$ cat config.mk
export PLATFORM = sky130hd
export DESIGN_NAME = cache_fill_fsm_flat
export DESIGN_NICKNAME = d
export VERILOG_FILES = /design/src/rtl/cache_fill_fsm_if.sv /design/src/rtl/cache_fill_fsm.sv /design/src/flat_wrapper.sv
export SDC_FILE = /design/constraint.sdc
export NUM_CORES = 1
export LEC_CHECK = 0
export CAP_MARGIN = 40
export CORE_ASPECT_RATIO = 1.2
export CORE_UTILIZATION = 47
export DETAILED_ROUTE_END_ITERATION = 6
export PLACE_DENSITY = 0.92
export SYNTH_ARGS = -nofsm -noshare
export SYNTH_HDL_FRONTEND = slang
export SYNTH_SLANG_ARGS = --single-unit
export TNS_END_PERCENT = 1
$ cat constraint.sdc
create_clock -name clk -period 3.8 [get_ports clk]
set_input_delay 0.76 -clock clk [delete_from_list [all_inputs] [get_ports clk]]
set_output_delay 0.76 -clock clk [all_outputs]
set_load 0.01 [all_outputs]
$ cat src/rtl/cache_fill_fsm_if.sv
// Miss / fill signal bundle between the cache, memory and fill FSM.
// master drives miss and return data; slave is the fill FSM.
interface cache_fill_fsm_if #(
    parameter int ADDR_W = 16,
    parameter int WORDS  = 8
);
    localparam int IDX_W = $clog2(WORDS);

    logic              miss_detected;
    logic [ADDR_W-1:0] miss_address;
    logic              memory_data_valid;
    logic              fsm_busy;
    logic              mem_read_en;
    logic [ADDR_W-1:0] memory_address;
    logic              write_data_array;
    logic [IDX_W-1:0]  word_index;
    logic              write_tag_array;

    modport master (
        output miss_detected,
        output miss_address,
        output memory_data_valid,
        input  fsm_busy,
        input  mem_read_en,
        input  memory_address,
        input  write_data_array,
        input  word_index,
        input  write_tag_array
    );

    modport slave (
        input  miss_detected,
        input  miss_address,
        input  memory_data_valid,
        output fsm_busy,
        output mem_read_en,
        output memory_address,
        output write_data_array,
        output word_index,
        output write_tag_array
    );
endinterface

$ cat src/rtl/cache_fill_fsm.sv
// Cache block fill FSM: issues WORDS back-to-back reads from the
// aligned block base and writes returning words until the last one.
module cache_fill_fsm #(
    parameter int ADDR_W     = 16,
    parameter int WORDS      = 8,
    parameter int WORD_BYTES = 2
) (
    input logic             clk,
    input logic             rst_n,
    cache_fill_fsm_if.slave bus
);
    localparam int IDX_W   = $clog2(WORDS);
    localparam int CNT_W   = IDX_W + 1;
    localparam int OFF_W   = $clog2(WORDS * WORD_BYTES);
    localparam int BYTE_SH = $clog2(WORD_BYTES);

    localparam logic [CNT_W-1:0] CNT_MAX  = CNT_W'(WORDS);
    localparam logic [IDX_W-1:0] LAST_IDX = IDX_W'(WORDS - 1);

    typedef enum logic {
        IDLE,
        FILL
    } state_t;

    state_t            state, state_nx;
    logic [ADDR_W-1:0] base, base_nx;
    logic [CNT_W-1:0]  issue_cnt, issue_nx;
    logic [IDX_W-1:0]  recv_cnt, recv_nx;

    logic rd_en;
    logic wr_en;
    logic last;

    // Outputs decoded from registered state plus the returning-data strobe
    always_comb begin
        rd_en = (state == FILL) && (issue_cnt < CNT_MAX);
        wr_en = (state == FILL) && bus.memory_data_valid;
        last  = wr_en && (recv_cnt == LAST_IDX);

        bus.fsm_busy         = (state == FILL);
        bus.mem_read_en      = rd_en;
        bus.memory_address   = '0;
        bus.write_data_array = wr_en;
        bus.word_index       = '0;
        bus.write_tag_array  = last;

        if (rd_en) begin
            bus.memory_address = base + (ADDR_W'(issue_cnt) << BYTE_SH);
        end
        if (wr_en) begin
            bus.word_index = recv_cnt;
        end
    end

    // Next state: miss starts a fill, last returned word ends it
    always_comb begin
        state_nx = state;
        base_nx  = base;
        issue_nx = issue_cnt;
        recv_nx  = recv_cnt;

        unique case (state)
            IDLE: begin
                if (bus.miss_detected) begin
                    state_nx = FILL;
                    base_nx  = {bus.miss_address[ADDR_W-1:OFF_W],
                                {OFF_W{1'b0}}};
                    issue_nx = '0;
                    recv_nx  = '0;
                end
            end
            FILL: begin
                if (rd_en) begin
                    issue_nx = issue_cnt + 1'b1;
                end
                if (wr_en) begin
                    recv_nx = recv_cnt + 1'b1;
                end
                if (last) begin
                    state_nx = IDLE;
                end
            end
        endcase
    end

    // State and counter registers; reset aborts any fill in flight
    always_ff @(posedge clk or negedge rst_n) begin
        if (!rst_n) begin
            state     <= IDLE;
            base      <= '0;
            issue_cnt <= '0;
            recv_cnt  <= '0;
        end else begin
            state     <= state_nx;
            base      <= base_nx;
            issue_cnt <= issue_nx;
            recv_cnt  <= recv_nx;
        end
    end
endmodule

$ cat src/flat_wrapper.sv
// flat-port wrapper written by rule: the top's interface ports become plain ports
module cache_fill_fsm_flat 
#(
    parameter int ADDR_W     = 16,
    parameter int WORDS      = 8,
    parameter int WORD_BYTES = 2
)
  (clk, rst_n, bus_miss_detected, bus_miss_address, bus_memory_data_valid, bus_fsm_busy, bus_mem_read_en, bus_memory_address, bus_write_data_array, bus_word_index, bus_write_tag_array);
  cache_fill_fsm_if #(.ADDR_W(ADDR_W), .WORDS(WORDS)) bus_i ();
  input logic clk;
  input logic rst_n;
  input wire logic [$bits(bus_i.miss_detected)-1:0] bus_miss_detected;
  input wire logic [$bits(bus_i.miss_address)-1:0] bus_miss_address;
  input wire logic [$bits(bus_i.memory_data_valid)-1:0] bus_memory_data_valid;
  output wire logic [$bits(bus_i.fsm_busy)-1:0] bus_fsm_busy;
  output wire logic [$bits(bus_i.mem_read_en)-1:0] bus_mem_read_en;
  output wire logic [$bits(bus_i.memory_address)-1:0] bus_memory_address;
  output wire logic [$bits(bus_i.write_data_array)-1:0] bus_write_data_array;
  output wire logic [$bits(bus_i.word_index)-1:0] bus_word_index;
  output wire logic [$bits(bus_i.write_tag_array)-1:0] bus_write_tag_array;
  assign bus_i.miss_detected = bus_miss_detected;
  assign bus_i.miss_address = bus_miss_address;
  assign bus_i.memory_data_valid = bus_memory_data_valid;
  assign bus_fsm_busy = bus_i.fsm_busy;
  assign bus_mem_read_en = bus_i.mem_read_en;
  assign bus_memory_address = bus_i.memory_address;
  assign bus_write_data_array = bus_i.write_data_array;
  assign bus_word_index = bus_i.word_index;
  assign bus_write_tag_array = bus_i.write_tag_array;
  cache_fill_fsm #(.ADDR_W(ADDR_W), .WORDS(WORDS), .WORD_BYTES(WORD_BYTES)) u_core (.clk(clk), .rst_n(rst_n), .bus(bus_i));
endmodule
==> results.py <==
metrics = {
    "placed_design": {
        "io_buffers": 37,
        "dp.final_hpwl_mm": 1.991,
        "dpl_cell_area_um2": 1548,
        "place_congestion": 0.7433,
        "dp.cells": 179,
    },
    "floorplanning": {
        "die_h_um": 56.21,
        "rows": 19,
        "die-area_um2": 2652,
        "core_um2": 2306,
        "io_pins": 43,
        "start_util_pct": 49.92,
        "fp.dieW_um": 47.18,
    },
    "min_path": {
        "holdCritPathClass": "flop to flop",
    },
    "setup_path": {
        "r2r.worst_path.cells": 4,
        "rrSetupSlack_ns": 2.18,
        "r2r-end": "u_core.issue_cnt[0]",
        "cp.arrival_ns": 2.53,
        "required_ns": 3.04,
        "endpoint_kind": "output pin",
        "start_kind": "flop",
        "path_class": "flop to output pin",
        "startpoint": "u_core.issue_cnt[3]",
        "critPathCapture": "bus_memory_address[14]",
        "rr_startpoint": "u_core.bus.fsm_busy",
        "crit_fanout": 7,
    },
    "layout": {
        "n_antenna_cell": 0,
        "final_layout_size_suffix_gt1_share_pct": 13.16,
        "fill_cells": 199,
        "final_common_cell": "clkdlybuf4s50_1",
        "design_area_um2": 1584,
        "stdcell_count": 183,
        "layout_common_cells": "clkdlybuf4s50_1, dfrtp_1, mux2_2, nand2_1, nor2_1",
        "nets": 178,
        "area_delta_synth_final_pct": 37.61,
    },
    "synth": {
        "yosys_warnings": 0,
        "syn_inst": 116,
        "ys_types": 32,
        "synth_seq_cells": 20,
        "synth_seq_area_share_pct": 43.48,
        "syn_nets": 141,
        "netlist_area_um2": 1151,
        "synth_area_per_cell_um2": 9.923,
    },
    "clock_tree": {
        "numCtsBuffers": 3,
        "postCtsHoldBufs": 0,
        "post_cts_buffers": 0,
        "cts.sinks": 20,
        "clockBufferDepth": 2,
        "clk_pin_slew_worst_paths_ns": 0.11,
        "cts_tree": "built",
        "insertion_delay_ns": 0.30,
        "htreeDepth": 1,
        "root_buffer": "clkbuf_4",
        "cts_resized": 0,
    },
    "grt": {
        "antenna_found_initial": 0,
        "grt_use_total_pct": 22.77,
        "grt_overflow": 0,
        "grt_max_degree": 19,
        "grt_pass1_vias": 1070,
        "grt_pass1_wl_mm": 4.353,
    },
    "sta": {
        "slew_violations": 0,
        "grt_setup_unrepaired": "false",
        "min_period_ns": 3.292,
        "max_freq_mhz": 303.8,
        "clock_skew_ns": 0.001968,
        "setup-tns-final_ns": 0,
        "timing.final.hold_violations": 0,
        "period_share_pct": 86.63,
        "setup_violations": 0,
        "relSlewSlack_pct": 64.28,
        "worst_pin_slew_ns": 0.5342,
        "holdWs_ns": 0.5474,
    },
    "routing": {
        "drt_iter0_drc": 24,
        "ant_nets": 0,
        "drc": 0,
        "routed_wirelength_mm": 2.651,
        "firstDrtPassIters": 6,
        "post_drt_via_cell_ratio": 5.459,
        "num_vias": 999,
        "wire_per_inst_um": 14.49,
    },
    "run": {
        "drv_cap": 0,
    },
    "pwr": {
        "ir_worst_vdd_mv": 0.5695,
        "p_sw_share_pct": 37.92,
        "intPower_w": 0.0006874,
        "combinationalPowerShare_pct": 50.3,
        "power.total_w": 0.001107,
        "seqPwrFrac_pct": 38.4,
        "pwr_density_cell_nw_per_um2": 699.0,
        "p_sw_w": 0.0004199,
        "p_clk_share_pct": 11.2,
        "p_leak_nw": 0.6463,
    },
    "status": {
        "outcome": "completed",
    },
}
[cell families after synthesis]
group,synth area share (%)
and+or+nand+nor,20.11
muxes,12.61
adders and majority gates,5.435
other,0.3258
xor gates and xnor gates,3.044
buffers and inverters,4.348
DFF,43.48
AOI/OAI and AO/OA,10.65
[per-layer routing]
layer | track usage, % | part of all wire (%) | up-vias
met5 | 0 | 0 | -
li1 | - | - | 480
met4 | 10.20 | 1.1 | 0
met1 | 26.96 | 40 | 484
met2 | 38.49 | 54 | 31
met3 | 3.571 | 5.3 | 4
[power by group through the flow]
stage	Sequential (W)	Clock, W	Combinational, W
floorplan	0.000396	0	0.000340
CTS	0.000423	0.000127	0.000562
global route	0.000445	0.000134	0.000612
finish	0.000426	0.000125	0.000557
detailed placement	0.000428	0	0.000559
global placement	0.000418	0	0.000529
[layout make-up]
type / instances / area (µm²) / share of cell area (%)
multi-input combinational: 85 / 600.6 / 37.91
sequential: 20 / 500.5 / 31.60
clock buffer: 4 / 36.28 / 2.291
tap: 31 / 38.79 / 2.449
inverter: 4 / 15.01 / 0.9479
timing repair buffer: 39 / 392.9 / 24.80
[sequential cells by signal, indices dropped and copies added (netlist names)]
| register | cells |
|---|---|
| u_core.base | 12 |
| u_core.recv_cnt | 3 |
| u_core.bus.fsm_busy | 1 |
| u_core.issue_cnt | 4 |
[critical path, stage by stage (launching register included)]
cell,delay [ns]
dfrtp_1,0.42
ha_1,0.21
nand4_1,0.25
or4_1,0.59
a21oi_1,0.19
clkdlybuf4s50_1,0.56
[worst min path at each step]
| stage | start | end | slack, ns | cells past startpoint |
|---|---|---|---|---|
| floorplan | rst_n | u_core.base[10] | 0.46 | 0 |
| global placement | u_core.base[15] | u_core.base[15] | 0.51 | 1 |
| detailed placement | u_core.recv_cnt[1] | u_core.recv_cnt[1] | 0.51 | 1 |
| CTS | u_core.recv_cnt[1] | u_core.recv_cnt[1] | 0.54 | 1 |
| global route | u_core.recv_cnt[2] | u_core.recv_cnt[2] | 0.57 | 1 |
| finish | u_core.recv_cnt[1] | u_core.recv_cnt[1] | 0.55 | 1 |
[metrics by stage]
stage | setup WS (ns) | utilization, %
after global placement | 0.9511 | 66.47
after detailed placement | 0.8652 | 67.12
after floorplan | 1.547 | -
after global routing | 0.3377 | 68.69
after CTS | 0.5139 | 68.69
final | 0.5081 | 68.69
[Yosys cell counts]
cell type,number,area [µm²]
and2_1,5,31.28
clkbuf_1,2,7.510
o21ai_0,4,20.02
buf_2,4,20.02
ha_1,5,62.56
mux2_2,12,135.1
nand3_1,1,5.000
nor3_1,1,5.000
nor2b_1,1,6.260
a41oi_1,1,8.760
nand4_1,3,18.77
inv_1,4,15.01
or4_1,3,22.52
nand2b_1,2,12.51
conb_1,1,3.750
and3_1,4,25.02
nand3b_1,1,7.510
o31ai_1,3,22.52
dfrtp_1,20,500.5
a21oi_1,6,30.03
o21a_1,2,15.01
nand2_1,9,33.78
or3_2,1,7.510
a22o_1,3,26.28
nor2_1,9,33.78
mux2i_1,1,10.01
nor4_1,1,6.260
and4_2,1,10.01
xnor2_1,1,8.760
or3_1,1,6.260
xor2_1,3,26.28
buf_4,1,7.510
Power figures use the tool's default switching activity.
==> patch 1, RTL diff (same settings) <==
`WORD_BYTES` is set to 2 in 2 places; all go to 4.
--- a/src/rtl/cache_fill_fsm.sv
+++ b/src/rtl/cache_fill_fsm.sv
@@ -3,7 +3,7 @@
 module cache_fill_fsm #(
     parameter int ADDR_W     = 16,
     parameter int WORDS      = 8,
-    parameter int WORD_BYTES = 2
+    parameter int WORD_BYTES = 4
 ) (
     input logic             clk,
     input logic             rst_n,
--- a/src/flat_wrapper.sv
+++ b/src/flat_wrapper.sv
@@ -3,7 +3,7 @@
 #(
     parameter int ADDR_W     = 16,
     parameter int WORDS      = 8,
-    parameter int WORD_BYTES = 2
+    parameter int WORD_BYTES = 4
 )
   (clk, rst_n, bus_miss_detected, bus_miss_address, bus_memory_data_valid, bus_fsm_busy, bus_mem_read_en, bus_memory_address, bus_write_data_array, bus_word_index, bus_write_tag_array);
   cache_fill_fsm_if #(.ADDR_W(ADDR_W), .WORDS(WORDS)) bus_i ();
Formal check against the unedited RTL: not equivalent (a bounded check fails within 4 cycles, from zero or initial values and one cycle with rst_n low).
==> patch 1 against the original RTL <==
  * Non-clock buffer count shrank 3
  * Final area fell by 7.5%
  * Synthesized area decreased by 6.2%
  * Sequential cell count fell by 1
  * Setup slack got worse by 0.017 ns
  * Power down 7.0%
  * Routed wire length is 13% lower
  * Register-to-register slack gained 0.04 ns
==> patch 1: results (changes against the original RTL) <==
stage,metric,value,unit,change
run_status,outcome,finished clean,,
logic_synthesis,Yosys warning count,0,,unchanged
power,VDD IR max,0.000434,V,-24%
hold_path,Hold Crit Class,reg -> reg,,
clock_network,clk buf depth,2,,unchanged
placement,Place WS,0.838,ns,-0.0267 ns
final_layout,leading registers by flop count,"u_core.base: 11 flops, u_core.issue_cnt: 4 flops, u_core.recv_cnt: 3 flops",,
final_layout,layout cell share with drive strength beyond 1,0.121,,-0.0102
setup_path,Arrival @ worst endpoint,2.55,ns,+0.02 ns
timing,Worst slew margin,0.444,,-0.198
logic_synthesis,most common library cells after synthesis,"dfrtp_1, mux2_2, nor2_1",,
logic_synthesis,"top cells by area, synth","dfrtp_1, mux2_2, ha_1, nor2_1, and2_1",,
hold_path,HP Start,u_core.recv_cnt[1],,
timing,Worst Skew,0.00655,ns,+0.00459 ns
setup_path,CP Max Fanout,6,,-1
global_route,global-route wire length before repair,3.67,mm,-16%
clock_network,TritonCTS Buffers,3,,unchanged
final_layout,Nets,166,,-6.7%
clock_network,CTS Root Cell,clkbuf_4,,
final_layout,number of fill cells,181,,-9.0%
clock_network,clock transition at the registers of the reported paths,0.11,ns,about the same
logic_synthesis,sequential-to-total area share from yosys stat,0.440,,+0.00554
detailed_routing,DRT Wirelength,2.31,mm,-13%
detailed_routing,DRT iter0 DRCs,26,,+8.3%
global_route,initial antenna violation count,0,,unchanged
clock_network,post-CTS sizing,0,,unchanged
clock_network,H-tree levels,1,,unchanged
detailed_routing,DR pass1 iterations,4,,-2
detailed_routing,via count,913,,-8.6%
placement,Final GP Congestion,0.833,,+12%
setup_path,CP Launch Point,u_core.issue_cnt[3],,
placement,dpl hpwl,1.74,mm,-13%
logic_synthesis,"FFs w/ async S/R, synth",1.00,,unchanged
global_route,number of global-route vias before repair,821,,-23%
placement,port bufs,35,,-5.4%
power,leakage dissipation,0.593,nW,-8.2%
clock_network,post-CTS setup buffer count,0,,unchanged
global_route,GR Util All Layers,0.207,,-0.0203
global_route,pin count of the biggest net entering global routing,20,,+1
logic_synthesis,Yosys cell types,32,,unchanged
==> patch 1: changes by cell type after synthesis, moves of 2 or more <==
cell,before,now
buf_2,4,2
buf_4,1,3
inv_1,4,2
nand2_1,9,4
nand3_1,1,3
==> patch 1: critical path: stages (launching register included) <==
cell             delay (ns)
dfrtp_1                0.42
ha_1                   0.23
ha_1                   0.22
nand4_1                0.23
or4_1                  0.45
a21oi_1                0.15
clkdlybuf4s50_1        0.55
==> patch 1: cell type report <==
class	instances	area (sq um)	area share
Inverter	3	11.3	0.00769
Timing Repair Buffer	36	358	0.244
Tap cell	30	37.5	0.0256
Clock inverter	1	5.00	0.00342
Sequential cell	19	475	0.325
Multi-Input combinational cell	78	556	0.379
Clock buffer	3	22.5	0.0154
==> patch 1: stage by stage <==
step                      total power, mW  area (sq um)  std cells
after floorplan                     0.694          1080        107
after global placement              0.897          1440        166
after detailed placement            0.928          1440        166
after CTS                            1.03          1470        170
after global routing                 1.10          1470        170
final                                1.03          1470        170
==> patch 1: cell families after synthesis <==
family	count (synthesis)	synth area share
AND/OR/NAND/NOR	38	0.194
flip-flops	19	0.440
AO/OA/AOI/OAI	18	0.109
multiplexers	11	0.115
buffers and inverters	10	0.0487
adder cells (fa/ha/maj)	5	0.0579
XOR/XNOR	4	0.0325
other	1	0.00347
==> patch 1: power by group <==
part / switching (mW) / internal (mW) / leakage (nW)
clock network: 0.0642 / 0.0393 / 0.0177
registers: 0.110 / 0.297 / 0.226
logic: 0.221 / 0.298 / 0.350
==> patch 1: per-layer routing <==
| metal | vias to the layer above | global-route usage | share of wire |
|---|---|---|---|
| met5 | - | 0 | 0 |
| met4 | 0 | 0.118 | 0.017 |
| met3 | 4 | 0.0231 | 0.045 |
| met2 | 32 | 0.348 | 0.52 |
| met1 | 435 | 0.257 | 0.42 |
| li1 | 442 | - | - |
==> patch 1: final timing paths <==
path / slack [ns] / end / cells past startpoint
setup reg to reg: 2.22 / u_core.issue_cnt[0] / 3
min in group asynchronous: 0.92 / u_core.base[5] / 1
setup / recovery: 0.49 / bus_memory_address[15] / 6
max in group asynchronous: 2.36 / u_core.base[9] / 1
hold / removal: 0.55 / u_core.recv_cnt[1] / 1
hold reg to reg: 0.55 / u_core.recv_cnt[1] / 1
==> patch 2, RTL diff (same flow settings) <==
Without the edit above. Make the reset (`rst_n`) synchronous in one clocked block.
--- a/src/rtl/cache_fill_fsm.sv
+++ b/src/rtl/cache_fill_fsm.sv
@@ -84,7 +84,7 @@
     end
 
     // State and counter registers; reset aborts any fill in flight
-    always_ff @(posedge clk or negedge rst_n) begin
+    always_ff @(posedge clk) begin
         if (!rst_n) begin
             state     <= IDLE;
             base      <= '0;
Check against the original RTL: differs if rst_n is asserted again (counterexample within 4 cycles, from zero or initial values and one cycle with rst_n low); with rst_n held inactive, the same outputs for 10 cycles.
==> patch 2 against the original RTL <==
  * Synthesized area is 3.5% higher
  * Final area rose by 0.24%
  * Utilization down 1.2 points
  * First-iteration DRC count decreased by 17%
  * Register-to-register slack gained 0.08 ns
  * Count of clock-buffer cells in the layout did not move
  * Setup slack gained 0.066 ns
  * Routed wire length rose by 3.6%
  * Sequential cell count is the same
  * Critical path type unchanged
Power is not compared: it rests on default switching activity, and its combinational part moved more than twofold at a synthesized area within 25%.
==> patch 2: results (changes against the original RTL) <==
stage,metric,value,unit,change
logic_synthesis,"top cells by area, synth","dfxtp_1, nand2_1, a21boi_1, ha_1, and3_1",,
setup_path,FF-to-FF path depth,3,,-1
detailed_routing,routed length on met3,130,microns,-7.1%
detailed_routing,wire per inst,12.8,microns,-11%
final_layout,number of fill cells,196,,-1.5%
placement,dpl hpwl,2.10,mm,+5.4%
detailed_routing,DR pass1 iterations,4,,-2
detailed_routing,met2 wire len,1.48,mm,+3.9%
hold_path,worst hold endpoint,u_core.base[15],,
hold_path,Hold Crit Depth,2,,+1
logic_synthesis,"FFs w/ async S/R, synth",0,,-1.00
hold_path,HP Start,u_core.base[15],,
final_layout,Nets,209,,+17%
setup_path,cell at the slowest stage of the critical path,clkdlybuf4s50_1,,
detailed_routing,DRT iter0 DRCs,20,,-17%
global_route,number of global-route vias before repair,1142,,+6.7%
setup_path,CP Max Fanout,14,,+7
global_route,global-route wire length before repair,4.60,mm,+5.6%
detailed_routing,WL met1,1.11,mm,+4.7%
timing,Worst Skew,0.00848,ns,+0.00651 ns
timing,Slew @ Worst Pin,0.721,ns,+0.187 ns
global_route,pin count of the biggest net entering global routing,20,,+1
clock_network,post-CTS setup buffer count,0,,unchanged
placement,Place WS,0.913,ns,+0.0473 ns
setup_path,worst r2r src,u_core.bus.fsm_busy,,
setup_path,Arrival @ worst endpoint,2.47,ns,-0.06 ns
logic_synthesis,most common library cells after synthesis,"nand2_1, dfxtp_1, a21boi_1",,
logic_synthesis,Mapped Nets,176,,+25%
setup_path,"delay-heaviest family, CP",buffers and inverters,,
run_status,outcome,finished clean,,
detailed_routing,via count,1152,,+15%
setup_path,Reg-to-Reg End,u_core.issue_cnt[0],,
## patch 2: changes by cell type in the layout (fill, tap and decap cells not counted), moves of 12 or more
cell | unedited run | this run
dfrtp_1 | 20 | 0
dfxtp_1 | 0 | 20
nand2_1 | 9 | 34
mux2_2 | 12 | 0
a21boi_1 | 0 | 15
## patch 2: kinds of logic (layout without fill, tap and decap cells)
| logic type | after synthesis | count (layout) | synth area share |
|---|---|---|---|
| buf+inv | 15 | 47 | 0.0599 |
| flops | 20 | 20 | 0.336 |
| other cells | 1 | 1 | 0.00315 |
| xor+xnor | 5 | 5 | 0.0368 |
| compound gates | 29 | 29 | 0.178 |
| mux | 2 | 2 | 0.0168 |
| fa+ha+maj | 5 | 5 | 0.0525 |
| simple gates | 74 | 74 | 0.317 |
## patch 2: metal layers
| layer | vias up | global-route usage |
|---|---|---|
| li1 | 580 | - |
| met1 | 533 | 0.245 |
| met2 | 35 | 0.423 |
| met3 | 4 | 0.0285 |
| met4 | 0 | 0.0754 |
| met5 | - | 0 |
## patch 2: cell type report
type | count | area share
tap | 31 | 0.0244
inverter | 6 | 0.0142
multi-input combinational | 116 | 0.453
timing repair buffer | 37 | 0.233
sequential | 20 | 0.252
clock buffer | 4 | 0.0229
## patch 2: per-stage QoR
| step | util | total power, mW | hold slack (ns) | cell area (sq um) | cells |
|---|---|---|---|---|---|
| after floorplan | - | 0.276 | 0.443 | 1190 | 151 |
| after global placement | 0.659 | 0.307 | 0.456 | 1550 | 210 |
| after detailed placement | 0.659 | 0.311 | 0.470 | 1550 | 210 |
| after CTS | 0.675 | 0.432 | 0.487 | 1590 | 214 |
| after global routing | 0.675 | 0.447 | 0.519 | 1590 | 214 |
| final | 0.675 | 0.428 | 0.480 | 1590 | 214 |
## patch 2: worst register-to-register path, stage by stage (launching register included)
cell,delay (ns)
dfxtp_1,0.42
nand2b_1,0.49
and3_1,0.35
o21a_1,0.18
## patch 2: how the worst max path moves through the flow
stage / startpoint / end / slack (ns) / cells past startpoint
floorplan: u_core.issue_cnt[3] / bus_memory_address[13] / 1.64 / 4
global placement: bus_memory_data_valid / bus_write_data_array / 1.02 / 4
detailed placement: u_core.bus.fsm_busy / bus_memory_address[11] / 0.91 / 5
CTS: u_core.bus.fsm_busy / bus_memory_address[11] / 0.56 / 5
global route: u_core.bus.fsm_busy / bus_memory_address[11] / 0.37 / 5
finish: u_core.bus.fsm_busy / bus_memory_address[11] / 0.57 / 5
## patch 2: report_power, final
group	internal [mW]	total (mW)	switching [mW]
Sequential	0.220	0.233	0.0136
Clock	0.0584	0.122	0.0636
Combinational	0.0393	0.0733	0.0340
Total	0.317	0.428	0.111
